File: config.mk
export PLATFORM = sky130hd
export DESIGN_NAME = prod_stock_ctrl
export DESIGN_NICKNAME = d
export VERILOG_FILES = /design/src/rtl/prod_pkg.sv /design/src/rtl/prod_rr_arb.sv /design/src/rtl/prod_stock_ctrl.sv
export SDC_FILE = /design/constraint.sdc
export NUM_CORES = 1
export LEC_CHECK = 0
export CAP_MARGIN = 15
export CORE_MARGIN = 2
export CORE_UTILIZATION = 53
export CTS_BUF_LIST = sky130_fd_sc_hd__clkbuf_16
export DETAILED_ROUTE_END_ITERATION = 10
export GPL_TIMING_DRIVEN = 1
export PLACE_DENSITY_LB_ADDON = 0.1
export SLEW_MARGIN = 20
export SYNTH_ARGS = -nofsm -noshare
export SYNTH_HDL_FRONTEND = slang
export SYNTH_SLANG_ARGS = --single-unit
export TNS_END_PERCENT = 5
File: constraint.sdc
create_clock -name clk -period 3.6 [get_ports clk]
set_input_delay 0.72 -clock clk [delete_from_list [all_inputs] [get_ports clk]]
set_output_delay 0.72 -clock clk [all_outputs]
set_load 0.02 [all_outputs]
File: src/rtl/prod_pkg.sv
// Shared defaults and encodings for the product stock controller.
// States follow one request from grant through response and release.
package prod_pkg;

    localparam int N_PROD_DEF   = 4;
    localparam int CNT_W_DEF    = 4;
    localparam int MAX_CNT_DEF  = 9;
    localparam int INIT_CNT_DEF = 5;

    typedef enum logic [2:0] {
        IDLE    = 3'd0,
        GRANT   = 3'd1,
        EXEC    = 3'd2,
        RESP    = 3'd3,
        RELEASE = 3'd4
    } state_t;

    typedef enum logic {
        OP_DISP = 1'b0,
        OP_RST  = 1'b1
    } op_t;

endpackage

File: src/rtl/prod_rr_arb.sv
// Two-input arbiter between dispense and restock.
// Priority flips only when both requests compete in the same grant cycle.
module prod_rr_arb
    import prod_pkg::*;
(
    input  logic clk,
    input  logic rst,
    input  logic req_d,
    input  logic req_r,
    input  logic take,
    output op_t  gnt,
    output logic gnt_vld
);

    logic prio;

    always_comb begin
        gnt_vld = req_d | req_r;
        gnt     = OP_DISP;
        if (req_d && req_r) begin
            gnt = prio ? OP_RST : OP_DISP;
        end else if (req_r) begin
            gnt = OP_RST;
        end
    end

    always_ff @(posedge clk or negedge rst) begin
        if (!rst) begin
            prio <= 1'b0;
        end else if (take && req_d && req_r) begin
            prio <= ~prio;
        end
    end

endmodule

File: src/rtl/prod_stock_ctrl.sv
// Per-slot stock counters with a serialised dispense/restock update path.
// One request at a time walks IDLE -> GRANT -> EXEC -> RESP -> RELEASE.
module prod_stock_ctrl
    import prod_pkg::*;
#(
    parameter int N_PROD   = N_PROD_DEF,
    parameter int CNT_W    = CNT_W_DEF,
    parameter int MAX_CNT  = MAX_CNT_DEF,
    parameter int INIT_CNT = INIT_CNT_DEF,
    parameter int SEL_W    = $clog2(N_PROD)
) (
    input  logic              clk,
    input  logic              rst,
    input  logic [SEL_W-1:0]  sel_prod,
    input  logic              dispense_req,
    input  logic              restock_req,
    input  logic [CNT_W-1:0]  restock_amt,
    output logic              dispense_ack,
    output logic              dispense_nak,
    output logic              restock_ack,
    output logic              restock_nak,
    output logic              restock_sat,
    output logic              busy,
    output logic [CNT_W-1:0]  prod_count_current,
    output logic [N_PROD-1:0] stock_empty
);

    state_t             state, state_nx;
    op_t                op_r, gnt;
    logic               gnt_vld, take;
    logic [SEL_W-1:0]   slot_r;
    logic [CNT_W-1:0]   amt_r;
    logic               ok_r, sat_r;
    logic [CNT_W-1:0]   cnt    [N_PROD];
    logic [CNT_W-1:0]   cnt_nx [N_PROD];
    logic [CNT_W-1:0]   cur, view, dec, rs_val;
    logic [CNT_W:0]     sum;
    logic               slot_ok, sel_ok, sat;

    assign take = (state == IDLE);

    prod_rr_arb u_arb (
        .clk     (clk),
        .rst     (rst),
        .req_d   (dispense_req),
        .req_r   (restock_req),
        .take    (take),
        .gnt     (gnt),
        .gnt_vld (gnt_vld)
    );

    // Update datapath on the latched slot; the sum is one bit wider so saturation sees the carry.
    always_comb begin
        slot_ok = (32'(slot_r) < N_PROD);
        sel_ok  = (32'(sel_prod) < N_PROD);
        cur     = '0;
        view    = '0;
        for (int i = 0; i < N_PROD; i++) begin
            if (32'(slot_r) == i) cur = cnt[i];
        end
        dec    = cur - CNT_W'(1);
        sum    = {1'b0, cur} + {1'b0, amt_r};
        sat    = (sum > (CNT_W+1)'(MAX_CNT));
        rs_val = sat ? CNT_W'(MAX_CNT) : sum[CNT_W-1:0];
        for (int i = 0; i < N_PROD; i++) begin
            cnt_nx[i] = cnt[i];
            if (state == EXEC && ok_r && 32'(slot_r) == i) begin
                cnt_nx[i] = (op_r == OP_DISP) ? dec : rs_val;
            end
        end
        for (int i = 0; i < N_PROD; i++) begin
            if (32'(sel_prod) == i) view = cnt_nx[i];
        end
    end

    // Stage boundary: counts and the registered status view both load from cnt_nx.
    always_ff @(posedge clk or negedge rst) begin
        if (!rst) begin
            for (int i = 0; i < N_PROD; i++) cnt[i] <= CNT_W'(INIT_CNT);
            prod_count_current <= '0;
            stock_empty        <= '0;
        end else begin
            for (int i = 0; i < N_PROD; i++) begin
                cnt[i]         <= cnt_nx[i];
                stock_empty[i] <= (cnt_nx[i] == '0);
            end
            prod_count_current <= sel_ok ? view : '0;
        end
    end

    always_ff @(posedge clk) begin
        if (state == IDLE && gnt_vld) begin
            slot_r <= sel_prod;
            amt_r  <= restock_amt;
        end
    end

    always_ff @(posedge clk or negedge rst) begin
        if (!rst) begin
            state <= IDLE;
            op_r  <= OP_DISP;
            ok_r  <= 1'b0;
            sat_r <= 1'b0;
        end else begin
            state <= state_nx;
            if (state == IDLE && gnt_vld) op_r <= gnt;
            if (state == GRANT) ok_r <= slot_ok && (op_r == OP_RST || cur != '0);
            if (state == EXEC)  sat_r <= sat;
        end
    end

    always_comb begin
        state_nx     = state;
        busy         = (state != IDLE);
        dispense_ack = 1'b0;
        dispense_nak = 1'b0;
        restock_ack  = 1'b0;
        restock_nak  = 1'b0;
        restock_sat  = 1'b0;
        case (state)
            IDLE:    if (gnt_vld) state_nx = GRANT;
            GRANT:   state_nx = EXEC;
            EXEC:    state_nx = RESP;
            RESP: begin
                state_nx = RELEASE;
                if (op_r == OP_DISP) begin
                    dispense_ack = ok_r;
                    dispense_nak = ~ok_r;
                end else begin
                    restock_ack = ok_r;
                    restock_nak = ~ok_r;
                    restock_sat = ok_r & sat_r;
                end
            end
            RELEASE: begin
                // Wait for the served requester to drop so a held level is not re-granted.
                if (op_r == OP_DISP ? !dispense_req : !restock_req) state_nx = IDLE;
            end
            default: state_nx = IDLE;
        endcase
    end

endmodule

==> flow_metrics.env <==
export IMPL_dp_slack_ps=247
export IMPL_syn_area_per_cell_um2=10.9
export IMPL_cts_max_level=2
export IMPL_rr_endpoint="prod_count_current[2]"
export IMPL_finalInstanceArea_um2=2360
export IMPL_setup_violations=0
export IMPL_r2r_setup_slack_ps=220
export IMPL_cp_slowest_cell="mux4_2"
export IMPL_antennaDiodeCount=0
export IMPL_ff2ff_path_depth=8
export IMPL_cts_buffers=5
export IMPL_slowest_delay_ps=640
export IMPL_num_vias=1476
export IMPL_hold_viol=0
export IMPL_critPathCaptureType="register"
export IMPL_ys_warn_count=0
export IMPL_seq_area_frac_synth=0.496
export IMPL_area_delta_synth_final_pct=21.5
export IMPL_drt_iter0_markers=126
export IMPL_path_max_fanout=9
export IMPL_grt_pass1_vias=1473
export IMPL_utilization=0.656
export IMPL_ys_flop_type="dfrtp_1"
export IMPL_crit_buf_inv=0
export IMPL_worstPathCellList="mux4_2, ha_1, fa_1, and4b_1, o21ai_0, o22a_1, o21ai_0, mux4_2"
export IMPL_min_period_ps=3380
export IMPL_relSlewSlack=0.581
export IMPL_grt_max_degree=32
export IMPL_power_leakage_nw=0.955
export IMPL_power_density_nw_per_um2=1010
export IMPL_synth_cell_types=44
export IMPL_dieArea_um2=4170
export IMPL_drcViolationCount=0
export IMPL_fin_ws_ps=218
export IMPL_cts_sinks=37
export IMPL_holdCritPathClass="reg -> reg"
export IMPL_fin_nets=221
export IMPL_track_usage=0.236
export IMPL_final_cell_mix="dfrtp_1, clkdlybuf4s50_1, nand2_1"
export IMPL_hold_buffers=0
export IMPL_root_buffer="clkbuf_16"
export IMPL_finalPower_mw=2.38
export IMPL_syn_nets=194
export IMPL_post_cts_setup_buffers=0
export IMPL_ant_nets=0
export IMPL_start_util=0.540
export IMPL_rsz0062_at_grt="no"
export IMPL_synth_seq_cells=37
export IMPL_rows=22
export IMPL_worstSetupPathType="reg -> reg"
export IMPL_fin_setup_tns_ps=0
export IMPL_antenna_found_initial=0
export IMPL_drive_gt1_frac=0.136
export IMPL_die_y_um=64.6
export IMPL_dp_hpwl_mm=3.16
export IMPL_synthArstFlopShare=0.838
export IMPL_synth_area_um2=1950
export IMPL_hold_end="u_arb.prio"
export IMPL_hold_path_cell_count=1
export IMPL_cts_tree="done"
export IMPL_critical_path_arrival_ps=3600
export IMPL_cp_required_ps=3810
export IMPL_fin_skew_ps=2.47
export IMPL_tightest_slew_ps=626
export IMPL_io_pins=24
export IMPL_grt_overflow=0
export IMPL_min_from="u_arb.prio"
export IMPL_grt_pass1_wl_mm=7.27
export IMPL_cts_clk_slew_worst_paths_ps=50
export IMPL_critical_path_top_delay_family="multiplexers"
export IMPL_final_period_utilization=0.939
export IMPL_clk_path_buf_depth=2
export IMPL_r2r_start="slot_r[0]"
export IMPL_die_w_um=64.6
export IMPL_max_cap_violations=0
export IMPL_gp_routability_congestion=0.933
export IMPL_irDropWorstVdd_uv=574
export IMPL_whs_ps=479
export IMPL_status="finished clean"
export IMPL_io_buffers=23
export IMPL_syn_inst=178
export IMPL_slew_viol_final=0
export IMPL_layout_cells_non_filler=254
export IMPL_wl_per_cell_um=16.8
export IMPL_clk_latency_ps=280
export IMPL_synth_edf_count=6
export IMPL_drt_wl_total_mm=4.27
export IMPL_avgViaCountPerCell=5.81
export IMPL_placed_cells=246
export IMPL_coreArea_um2=3610
export IMPL_drtPass1Iterations=4
export IMPL_fmax_mhz=296
export IMPL_cts_resized_gates=0
export IMPL_place_area_um2=2230
export IMPL_start_kind="register"
-- synthesized netlist by cell type, types with 3 or more instances --
master | number | area share
ha_1 | 5 | 0.032
dfstp_2 | 8 | 0.11
mux4_2 | 5 | 0.058
nand2_1 | 20 | 0.039
inv_1 | 5 | 0.0096
nand2b_1 | 5 | 0.016
a21oi_1 | 7 | 0.018
o21ai_0 | 11 | 0.028
o211ai_1 | 3 | 0.012
xnor2_1 | 3 | 0.014
nor2b_1 | 6 | 0.019
dfrtp_1 | 23 | 0.30
nand3_1 | 5 | 0.013
nor4_1 | 4 | 0.013
nor3_1 | 4 | 0.010
mux2i_1 | 4 | 0.021
o31ai_2 | 4 | 0.026
edfxtp_1 | 6 | 0.093
clkbuf_1 | 3 | 0.0058
nor2_1 | 16 | 0.031
-- report_power, final --
group | switching (mW) | leakage [nW] | internal (mW)
Clock | 0.153 | 0.0687 | 0.250
Combinational | 0.683 | 0.465 | 0.494
Sequential | 0.155 | 0.422 | 0.643
-- metal layers --
layer	track usage	part of all wire
met5	0	0
met4	0.122	0.024
met3	0.0521	0.044
met2	0.374	0.49
met1	0.305	0.44
-- area by class of cell --
type / instances / area [um^2]
multi-input cells: 130 / 930
repair buffers: 26 / 253
fillers: 293 / 1240
well taps: 48 / 60.1
clock buffers: 5 / 125
inverters: 5 / 18.8
flip-flops and latches: 37 / 966
clock inverters: 3 / 12.5
-- flip-flops by register name, indices dropped and copies added (netlist names) --
signal              flops
ok_r                    1
stock_empty             4
sat_r                   1
amt_r                   4
prod_count_current      4
state                   3
u_arb.prio              1
cnt                    16
slot_r                  2
op_r                    1
-- logic make-up after synthesis --
family | after synthesis | share of synthesized area
AND/OR/NAND/NOR | 74 | 0.208
AO/OA/AOI/OAI | 37 | 0.131
flip-flops | 37 | 0.496
buffers and inverters | 11 | 0.0257
multiplexers | 9 | 0.0785
adder cells (fa/ha/maj) | 6 | 0.0424
XOR/XNOR | 4 | 0.0180
-- worst max-delay path by stage --
stage / start / end / cells after the start
2_1_floorplan: slot_r[0] / stock_empty[0] / 9
3_3_place_gp: slot_r[0] / prod_count_current[2] / 8
3_5_place_dp: slot_r[0] / prod_count_current[2] / 8
4_1_cts: slot_r[0] / prod_count_current[2] / 8
5_1_grt: slot_r[0] / prod_count_current[2] / 8
6_report: slot_r[0] / prod_count_current[2] / 8
No activity file was read; power rests on OpenSTA's default activity.
